<file path="src/rtl/hyperbus_burst_ctrl.sv">
// Burst controller between a user command/stream interface and the Hyperbus native port.
// TX/RX word FIFOs decouple the user side; one Hyperbus request covers a whole burst.
module hyperbus_burst_ctrl #(
    parameter int USER_DATA_WIDTH = 32,
    parameter int HBUS_DATA_WIDTH = 16,
    parameter int HBUS_ADDR_WIDTH = 32,
    parameter int ASIZE           = 2,
    parameter int LEN_WIDTH       = 8
) (
    input  logic                       clk,
    input  logic                       rst,
    input  logic                       cmd_valid,
    output logic                       cmd_ready,
    input  logic                       cmd_we,
    input  logic [HBUS_ADDR_WIDTH-1:0] cmd_adr,
    input  logic [LEN_WIDTH-1:0]       cmd_len,
    input  logic [USER_DATA_WIDTH-1:0] tx_dat,
    input  logic                       tx_valid,
    output logic                       tx_ready,
    output logic [USER_DATA_WIDTH-1:0] rx_dat,
    output logic                       rx_valid,
    input  logic                       rx_ready,
    output logic                       done,
    output logic                       err,
    output logic                       busy,
    output logic [HBUS_ADDR_WIDTH-1:0] hbus_adr_o,
    output logic [HBUS_DATA_WIDTH-1:0] hbus_dat_o,
    input  logic [HBUS_DATA_WIDTH-1:0] hbus_dat_i,
    output logic                       hbus_rrq,
    output logic                       hbus_wrq,
    input  logic                       hbus_ready,
    input  logic                       hbus_valid,
    input  logic                       hbus_busy,
    output logic [2:0]                 dbg_state_o
);
    localparam int DEPTH = 1 << ASIZE;
    localparam int RATIO = USER_DATA_WIDTH / HBUS_DATA_WIDTH;
    localparam int BW    = (RATIO > 1) ? $clog2(RATIO) : 1;
    localparam int CW    = ((LEN_WIDTH > ASIZE + 1) ? LEN_WIDTH : ASIZE + 1) + 1;

    typedef enum logic [2:0] {S_IDLE, S_ARM, S_WRITE, S_READ, S_DONE} state_t;

    state_t                     state_q, state_d;
    logic                       cmd_ready_q, cmd_ready_d, done_q, done_d, err_q, err_d;
    logic                       busy_q, busy_d, wrq_q, wrq_d, rrq_q, rrq_d, we_q, we_d;
    logic [HBUS_ADDR_WIDTH-1:0] adr_q, adr_d, hadr_q, hadr_d;
    logic [LEN_WIDTH-1:0]       len_q, len_d, words_q, words_d;
    logic [BW-1:0]              beat_q, beat_d;
    logic [USER_DATA_WIDTH-1:0] asm_q, asm_d;

    logic [USER_DATA_WIDTH-1:0] tx_mem [DEPTH];
    logic [USER_DATA_WIDTH-1:0] rx_mem [DEPTH];
    logic [ASIZE-1:0]           tx_wptr_q, tx_rptr_q, rx_wptr_q, rx_rptr_q;
    logic [ASIZE:0]             tx_cnt_q, tx_cnt_d, rx_cnt_q, rx_cnt_d;
    logic                       tx_ready_q, rx_valid_q;
    logic                       tx_push, tx_pop, rx_push, rx_pop;
    logic [USER_DATA_WIDTH-1:0] tx_head;

    logic accept, len_bad, arm_ok, last_beat, last_word;

    // Every channel transfers on the cycle where valid and ready are both high at the edge;
    // ready never depends combinationally on valid, so producers may hold valid indefinitely.
    assign accept    = cmd_valid & cmd_ready_q;
    assign len_bad   = (cmd_len == '0) || (CW'(cmd_len) > CW'(DEPTH));
    assign arm_ok    = ~hbus_busy & (we_q ? (CW'(tx_cnt_q) >= CW'(len_q))
                                          : (CW'(DEPTH) - CW'(rx_cnt_q) >= CW'(len_q)));
    assign last_beat = (beat_q == BW'(RATIO - 1));
    assign last_word = (words_q == LEN_WIDTH'(1));
    assign tx_push   = tx_valid & tx_ready_q;
    assign rx_pop    = rx_valid_q & rx_ready;
    assign tx_head   = tx_mem[tx_rptr_q];

    always_ff @(posedge clk or posedge rst) begin
        if (rst) begin
            state_q     <= S_IDLE;
            cmd_ready_q <= 1'b0;
            done_q      <= 1'b0;
            err_q       <= 1'b0;
            busy_q      <= 1'b0;
            wrq_q       <= 1'b0;
            rrq_q       <= 1'b0;
            we_q        <= 1'b0;
            adr_q       <= '0;
            hadr_q      <= '0;
            len_q       <= '0;
            words_q     <= '0;
            beat_q      <= '0;
            asm_q       <= '0;
        end else begin
            state_q     <= state_d;
            cmd_ready_q <= cmd_ready_d;
            done_q      <= done_d;
            err_q       <= err_d;
            busy_q      <= busy_d;
            wrq_q       <= wrq_d;
            rrq_q       <= rrq_d;
            we_q        <= we_d;
            adr_q       <= adr_d;
            hadr_q      <= hadr_d;
            len_q       <= len_d;
            words_q     <= words_d;
            beat_q      <= beat_d;
            asm_q       <= asm_d;
        end
    end

    always_comb begin
        state_d = state_q;
        case (state_q)
            S_IDLE:  if (accept && !len_bad) state_d = S_ARM;
            S_ARM:   if (arm_ok) state_d = we_q ? S_WRITE : S_READ;
            S_WRITE: if (hbus_ready && last_beat && last_word) state_d = S_DONE;
            S_READ:  if (hbus_valid && last_beat && last_word) state_d = S_DONE;
            S_DONE:  state_d = S_IDLE;
            default: state_d = S_IDLE;
        endcase
    end

    always_comb begin
        we_d    = we_q;
        adr_d   = adr_q;
        len_d   = len_q;
        hadr_d  = hadr_q;
        wrq_d   = wrq_q;
        rrq_d   = rrq_q;
        words_d = words_q;
        beat_d  = beat_q;
        asm_d   = asm_q;
        err_d   = 1'b0;
        tx_pop  = 1'b0;
        rx_push = 1'b0;
        case (state_q)
            S_IDLE: if (accept) begin
                we_d  = cmd_we;
                adr_d = cmd_adr;
                len_d = cmd_len;
                err_d = len_bad;
            end
            S_ARM: if (arm_ok) begin
                hadr_d  = adr_q;
                wrq_d   = we_q;
                rrq_d   = ~we_q;
                beat_d  = '0;
                words_d = len_q;
            end
            S_WRITE: if (hbus_ready) begin
                beat_d = last_beat ? '0 : beat_q + BW'(1);
                if (last_beat) begin
                    tx_pop  = 1'b1;
                    words_d = words_q - LEN_WIDTH'(1);
                    if (last_word) wrq_d = 1'b0;
                end
            end
            S_READ: if (hbus_valid) begin
                asm_d  = (asm_q << HBUS_DATA_WIDTH) | USER_DATA_WIDTH'(hbus_dat_i);
                beat_d = last_beat ? '0 : beat_q + BW'(1);
                if (last_beat) begin
                    rx_push = 1'b1;
                    words_d = words_q - LEN_WIDTH'(1);
                    if (last_word) rrq_d = 1'b0;
                end
            end
            default: ;
        endcase
        // The error cycle briefly withholds cmd_ready so the pulse pairs with one command.
        cmd_ready_d = (state_d == S_IDLE) && !err_d;
        busy_d      = (state_d != S_IDLE);
        done_d      = (state_d == S_DONE);
    end

    always_comb begin
        tx_cnt_d = tx_cnt_q;
        case ({tx_push, tx_pop})
            2'b10:   tx_cnt_d = tx_cnt_q + (ASIZE+1)'(1);
            2'b01:   tx_cnt_d = tx_cnt_q - (ASIZE+1)'(1);
            default: tx_cnt_d = tx_cnt_q;
        endcase
        rx_cnt_d = rx_cnt_q;
        case ({rx_push, rx_pop})
            2'b10:   rx_cnt_d = rx_cnt_q + (ASIZE+1)'(1);
            2'b01:   rx_cnt_d = rx_cnt_q - (ASIZE+1)'(1);
            default: rx_cnt_d = rx_cnt_q;
        endcase
    end

    always_ff @(posedge clk) begin
        if (tx_push) tx_mem[tx_wptr_q] <= tx_dat;
        if (rx_push) rx_mem[rx_wptr_q] <= asm_d;
    end

    always_ff @(posedge clk or posedge rst) begin
        if (rst) begin
            tx_wptr_q  <= '0;
            tx_rptr_q  <= '0;
            tx_cnt_q   <= '0;
            tx_ready_q <= 1'b0;
            rx_wptr_q  <= '0;
            rx_rptr_q  <= '0;
            rx_cnt_q   <= '0;
            rx_valid_q <= 1'b0;
        end else begin
            if (tx_push) tx_wptr_q <= tx_wptr_q + ASIZE'(1);
            if (tx_pop)  tx_rptr_q <= tx_rptr_q + ASIZE'(1);
            if (rx_push) rx_wptr_q <= rx_wptr_q + ASIZE'(1);
            if (rx_pop)  rx_rptr_q <= rx_rptr_q + ASIZE'(1);
            tx_cnt_q   <= tx_cnt_d;
            rx_cnt_q   <= rx_cnt_d;
            tx_ready_q <= (tx_cnt_d != (ASIZE+1)'(DEPTH));
            rx_valid_q <= (rx_cnt_d != '0);
        end
    end

    assign cmd_ready   = cmd_ready_q;
    assign tx_ready    = tx_ready_q;
    assign rx_valid    = rx_valid_q;
    assign rx_dat      = rx_mem[rx_rptr_q];
    assign done        = done_q;
    assign err         = err_q;
    assign busy        = busy_q;
    assign hbus_adr_o  = hadr_q;
    assign hbus_wrq    = wrq_q;
    assign hbus_rrq    = rrq_q;
    assign hbus_dat_o  = (state_q == S_WRITE)
                       ? tx_head[USER_DATA_WIDTH-1 - HBUS_DATA_WIDTH*int'(beat_q) -: HBUS_DATA_WIDTH]
                       : '0;
    assign dbg_state_o = state_q;
endmodule

</file>
<file path="config.mk">
export PLATFORM = sky130hd
export DESIGN_NAME = hyperbus_burst_ctrl
export DESIGN_NICKNAME = d
export VERILOG_FILES = /design/src/rtl/hyperbus_burst_ctrl.sv
export SDC_FILE = /design/constraint.sdc
export NUM_CORES = 1
export LEC_CHECK = 0
export ABC_CLOCK_PERIOD_IN_PS = 6700
export BUFFER_PORTS_ARGS = -buffer_cell sky130_fd_sc_hd__buf_2
export CAP_MARGIN = 40
export CORE_ASPECT_RATIO = 1.5
export CORE_UTILIZATION = 30
export CTS_CLUSTER_SIZE = 40
export DETAILED_ROUTE_END_ITERATION = 8
export SLEW_MARGIN = 20
export SYNTH_ARGS = -nofsm -noshare
export SYNTH_HDL_FRONTEND = slang
export SYNTH_SLANG_ARGS = --single-unit
</file>
<file path="constraint.sdc">
create_clock -name clk -period 6.7 [get_ports clk]
set_input_delay 1.34 -clock clk [delete_from_list [all_inputs] [get_ports clk]]
set_output_delay 1.34 -clock clk [all_outputs]
set_load 0.02 [all_outputs]
</file>
==> results of run 1 <==
## how the worst max path moves through the flow
stage / to / slack [ns] / cells past startpoint
floorplan: adr_q[0]$_DFFE_PP0P_ / 1.64 / 1
global placement: hbus_dat_o[10] / 2.92 / 4
detailed placement: hbus_dat_o[8] / 2.85 / 4
CTS: hbus_dat_o[8] / 2.20 / 4
global route: hbus_dat_o[8] / 2.37 / 5
finish: hbus_dat_o[8] / 2.60 / 5
## routing by layer
metal / vias up / part of all wire (%) / GRT usage [%]
met5: - / 0.24 / 0
met4: 14 / 2.5 / 4.628
met3: 68 / 7.2 / 4.269
met2: 244 / 51 / 21.91
met1: 4341 / 39 / 14.47
li1: 3862 / - / -
## logic make-up (layout without fill, tap and decap cells)
kind of cell             after synthesis  in the layout  synth area share (%)
flip-flops                           395            395                 71.51
AND/OR/NAND/NOR                      203            203                 5.905
multiplexers                         150            150                 15.29
AO/OA/AOI/OAI                         62             62                 2.604
buffers and inverters                 61            299                 1.651
adder cells (fa/ha/maj)               27             27                 2.260
XOR/XNOR                              14             14                0.7853
other                                  0              5                     0
## cell type report
class                   count  area share (%)
clock inverters            25           1.902
flip-flops and latches    395           59.38
multi-input cells         456           22.32
diodes                      5         0.06652
inverters                  21          0.4457
clock buffers              46           5.441
repair buffers            207           5.947
well taps                 676           4.496
## power breakdown
| part | leakage (nW) | internal (W) | switching, W |
|---|---|---|---|
| registers | 4.05 | 0.00330 | 0.000366 |
| clock network | 0.661 | 0.00141 | 0.000941 |
| logic | 2.66 | 0.00113 | 0.00152 |
| total | 7.38 | 0.00584 | 0.00283 |
## registers in the layout, indices dropped and copies added, names as in the netlist, 2 cells and up
name	count
rx_rptr_q	2
rx_wptr_q	2
rx_cnt_q	3
tx_wptr_q	2
words_q	8
hbus_adr_o	32
len_q	8
rx_mem	128
adr_q	32
asm_q	32
tx_cnt_q	3
tx_rptr_q	2
tx_mem	128
dbg_state_o	3
## cell usage in the layout, fill, tap and decap left out, types with 4 or more instances in the layout
cell / count
dfrtp_1: 136
clkbuf_1: 6
o2bb2ai_1: 4
inv_1: 20
mux2i_1: 18
diode_2: 5
mux2_1: 5
nor3_1: 5
mux4_2: 64
mux2_2: 63
a21oi_1: 16
bufinv_16: 8
clkinv_2: 4
o21ai_0: 22
nand3_1: 6
buf_2: 187
clkbuf_16: 40
edfxtp_1: 256
xor2_1: 8
buf_4: 18
nand2b_1: 7
nand2_1: 125
ha_1: 25
nor2_1: 29
and3_1: 11
xnor2_1: 6
## through the flow
step | std cells | setup slack [ns] | cell area (um2)
final | 1831 | 2.596 | 18810
after global routing | 1828 | 2.370 | 18800
after CTS | 1824 | 2.204 | 18770
after detailed placement | 1753 | 2.851 | 17390
after global placement | 1752 | 2.923 | 17360
after floorplan | 912 | 1.635 | 15620
==> summary.txt, run 1 <==
Status
  – Status: finished, final reports clean

Clock network
  – CTS clock-pin slew for the worst setup and hold paths: 0.06 ns
  – Hold buffers post-CTS: 0
  – CTS tree: built
  – CTS Buf Count: 39
  – CTS Sinks: 395
  – CTS HTree Levels: 2
  – Setup Buffers After CTS: 0
  – Clk root buf: clkbuf_16
  – Clock Latency Late Sink: 0.56 ns
  – Maximum buffer depth of the clock tree: 3
  – Post_cts resized: 0

Critical path
  – Worst r2r path cells: 10
  – Worst Path Required: 5.36 ns
  – Critical path origin: tx_rptr_q[0]$_DFFE_PP0P_
  – CP Capture Type: output pin
  – Critical Path, Cell by Cell: buf_4, mux4_2, mux2i_1, nor2_1, buf_2
  – Setup CP Type: register to output pin
  – Crit-path max cell delay: 0.71 ns
  – Worst Setup Start Kind: register
  – R2r setup slk: 3.60 ns
  – Reg2reg start: rx_cnt_q[0]$_DFF_PP0_
  – CP bufs+invs: 2
  – Crit path DAT: 2.76 ns
  – Slowest stage cell on the critical path: dfrtp_2
  – Reg-to-reg endpoint: hbus_adr_o[21]$_DFFE_PP0P_
  – CP Max Fanout: 19
  – CP top delay family: multiplexers

Cells and area
  – Util after Layout: 36.48%
  – Layout cells sized above 1: 35.74%
  – Area delta synth->final: 20.46%
  – Register Area: 11170 um2
  – Multi-input logic area: 4199 um2
  – Fillers: 4891
  – Post-layout nets: 1244

Drt
  – # DRC: 0
  – DR WL/cell: 18.16 um
  – Routed via count: 8529
  – ANT nets after route: 0
  – DR iter-0 viols: 410
  – Drt first pass iters: 5
  – Via/cell ratio: 4.658
  – Post-Route WL: 33.26 mm

Logic synthesis
  – Most numerous cell in the Yosys netlist: edfxtp_1
  – Syn avg cell area: 17.12 um2
  – Netlist cell types: 51
  – Yosys warns: 0
  – Ys flop type: edfxtp_1
  – FF+latch count, synth: 395
  – Register area share after synthesis: 71.51%
  – Syn Nets: 1036
  – Synth top area cells: edfxtp_1, dfrtp_1, mux4_2
  – Fraction of registers with async set/reset: 35.19%
  – Top post-synthesis cells by count: edfxtp_1, dfrtp_1, nand2_1
  – Post-synth top area share: 49.23%
  – Post-synth EDFFs: 256
  – Post-Syn Area: 15610 um2
  – Cell taking the most area after synthesis: edfxtp_1
  – Cells after synthesis: 912

GRT
  – Initial antenna violation count: 9
  – Global-route wire length before repair: 51.02 mm
  – Number of global-route vias before repair: 8939
  – Remaining global-route overflow: 0
  – Pin count of the biggest net entering global routing: 69
  – GRT Total Usage: 12.67%

Timing
  – Slew HR: 48.14%
  – Min Tclk post-route: 4.104 ns
  – WHS: 0.4810 ns
  – RSZ-0062 raised after global routing: no
  – Final setup vio count: 0
  – Final Hold Violating Endpoints: 0
  – Max Slew Vio Count: 0
  – Setup tns final: 0 ns
  – Final Cycle Share: 61.25%
  – Highest clock rate: 243.7 MHz
  – Worst Skew: 0.02981 ns
  – Worst Tran Pin Value: 0.7778 ns

Placement
  – Routability cong.: 0.7660
  – DP HPWL: 21.82 mm
  – Count of input and output buffers: 187

Die
  – Die height: 281.4 um
  – Top Ports: 188
  – Die area: 52990 um2
  – Row cnt: 102
  – Core ar.: 51560 um2
  – Die extent in x: 188.3 um
  – Initial Utilization: 30.29%

Worst hold path
  – Hold path start: adr_q[15]$_DFFE_PP0P_
  – Hold EP: hbus_adr_o[15]$_DFFE_PP0P_
  – WHS Path Cells: 1
  – Worst min-delay path class: register to register

Power and ir drop
  – Final Power: 0.008670 W
  – Worst vdd ir: 0.0002910 V
  – Power per cell area: 460.9 nW/um2
  – LEAKAGE: 7.377 nW

Job
  – Maxcap violations: 0
Note: power is estimated with default switching activity, not from simulation.
==> inputs of run 2 (changes only) <==
Settings changed: ABC_CLOCK_PERIOD_IN_PS 6700 to 3900.
Clock period 6.7 ns to 3.9 ns, I/O delays scaled along.
==> run 2 against run 1 <==
  * Setup slack worse by 1.9 ns
  * Sequential power is 69% higher
  * Clock skew is 0.0020 ns higher
  * Clock-buffer cell count increased by 2
  * Cell area is 0.42% lower
  * Combinational power grew 80%
  * First-iteration DRC count is 20% higher
  * Critical path type unchanged
  * Largest power group unchanged
  * Highest routed layer unchanged
==> summary.txt, run 2 (synthesis gave the netlist of run 1 again) <==
Status
  – Status: finished, final reports clean

Cells and area
  – Area delta synth->final: 19.96%
  – Fin cells: 1828
  – Fin area: 18730 um2
  – Commonest non-fill, non-tap cell in the layout: edfxtp_1
  – Util after Layout: 36.33%
  – Multi-input logic area: 4199 um2
  – Layout cells sized above 1: 35.19%
  – Fillers: 4918
  – Post-layout nets: 1245
  – Register Area: 11170 um2
  – Largest registers: rx_mem (128), tx_mem (128)
  – Leading cell types in the layout, fill and taps excluded: edfxtp_1, buf_2, dfrtp_1

Placement
  – Placed instance area: 17450 um2
  – Routability cong.: 0.7705
  – DP HPWL: 22.66 mm
  – Count of input and output buffers: 187
  – Placed cells: 1756

GRT
  – Global-route wire length before repair: 52.07 mm
  – Number of global-route vias before repair: 8982
  – Pin count of the biggest net entering global routing: 73
  – Remaining global-route overflow: 0
  – GRT Total Usage: 12.94%
  – Initial antenna violation count: 9

Critical path
  – Worst Path Required: 3.12 ns
  – Worst Setup Start Kind: register
  – R2r setup slk: 0.95 ns
  – Setup CP Type: register to output pin
  – CP Max Fanout: 17
  – CP Capture Type: output pin
  – Crit-path max cell delay: 0.58 ns
  – Slowest stage cell on the critical path: dfrtp_1
  – Critical Path, Cell by Cell: nor2b_1, nand2b_1, nor2_1, buf_2
  – Crit path DAT: 2.46 ns

Timing
  – Min Tclk post-route: 3.237 ns
  – Setup tns final: 0 ns
  – Final Cycle Share: 83.01%
  – Worst Skew: 0.03179 ns
  – Final Hold Violating Endpoints: 0
  – Slew HR: 49.47%
  – Max Slew Vio Count: 0
  – Highest clock rate: 308.9 MHz
  – RSZ-0062 raised after global routing: no
  – Final setup vio count: 0
  – Worst Tran Pin Value: 0.7565 ns

Power and ir drop
  – LEAKAGE: 7.337 nW
  – Final Power: 0.01472 W
  – Worst vdd ir: 0.0004307 V
  – Power per cell area: 786.0 nW/um2

Clock network
  – CTS HTree Levels: 2
  – Clock Latency Late Sink: 0.56 ns
  – CTS tree: built
  – Maximum buffer depth of the clock tree: 3
  – Clk root buf: clkbuf_16
  – Setup Buffers After CTS: 0
  – Post_cts resized: 0
  – Hold buffers post-CTS: 0
  – CTS Sinks: 395
  – CTS clock-pin slew for the worst setup and hold paths: 0.07 ns
  – CTS Buf Count: 39

Drt
  – Post-Route WL: 34.05 mm
  – Routed via count: 8445
  – DR iter-0 viols: 493
  – # DRC: 0
  – Drt first pass iters: 4
  – DR WL/cell: 18.63 um
  – ANT nets after route: 0
  – Via/cell ratio: 4.620

Die
  – Die area: 52990 um2
  – Row cnt: 102
  – Die extent in x: 188.3 um
  – Die height: 281.4 um
  – Top Ports: 188
  – Core ar.: 51560 um2
  – Initial Utilization: 30.29%

Worst hold path
  – Worst min-delay path class: primary input to asynchronous set/reset pin

Job
  – Maxcap violations: 0
## run 2: final timing paths
| kind | from | end | cells past startpoint |
|---|---|---|---|
| hold reg to reg | hbus_adr_o[0]$_DFFE_PP0P_ | hbus_adr_o[0]$_DFFE_PP0P_ | 1 |
| max in group asynchronous | rst | rx_rptr_q[0]$_DFFE_PP0P_ | 3 |
| min in group clk | tx_dat[15] | tx_mem[2][15]$_DFFE_PP_ | 1 |
| setup / recovery | dbg_state_o[1]$_DFF_PP0_ | hbus_dat_o[9] | 4 |
| setup reg to reg | rx_cnt_q[0]$_DFF_PP0_ | words_q[5]$_DFFE_PP0P_ | 10 |
| hold / removal | rst | asm_q[25]$_DFF_PP0_ | 3 |
## run 2: critical path: cells and delay by family, from the launching register on
kind                   cells  cell delay [ns]
buffers and inverters      1             0.21
DFF                        1             0.58
and+or+nand+nor            3             1.09
## run 2: layout make-up
type,count,area share (%)
Tap cell,676,4.515
Clock buffer,48,5.504
Timing Repair Buffer,208,6.172
Multi-Input combinational cell,456,22.42
Clock inverter,23,1.316
Inverter,21,0.4409
Antenna cell,1,0.01336
Sequential cell,395,59.62
## run 2: where the power goes
group / internal (W) / total (W) / switching [W]
combinational: 0.00197 / 0.00477 / 0.00280
clock: 0.00217 / 0.00377 / 0.00161
sequential: 0.00566 / 0.00618 / 0.000520
## run 2: metrics by stage
| step | setup slack (ns) | hold slack (ns) |
|---|---|---|
| 2_1_floorplan | 1.295 | 0.4567 |
| 3_3_place_gp | 0.9734 | 0.4663 |
| 3_5_place_dp | 0.9232 | 0.4695 |
| 4_1_cts | 0.6706 | 0.3659 |
| 5_1_grt | 0.5414 | 0.3884 |
| 6_report | 0.6626 | 0.3628 |
## run 2: metal layers
layer  GRT usage, %  up-vias  wire length, um
met3          4.867       69             2823
met4          4.169       14              834
li1               -     3839                -
met2          22.21      241            17070
met1          14.83     4282            13240
met5              0        -               83
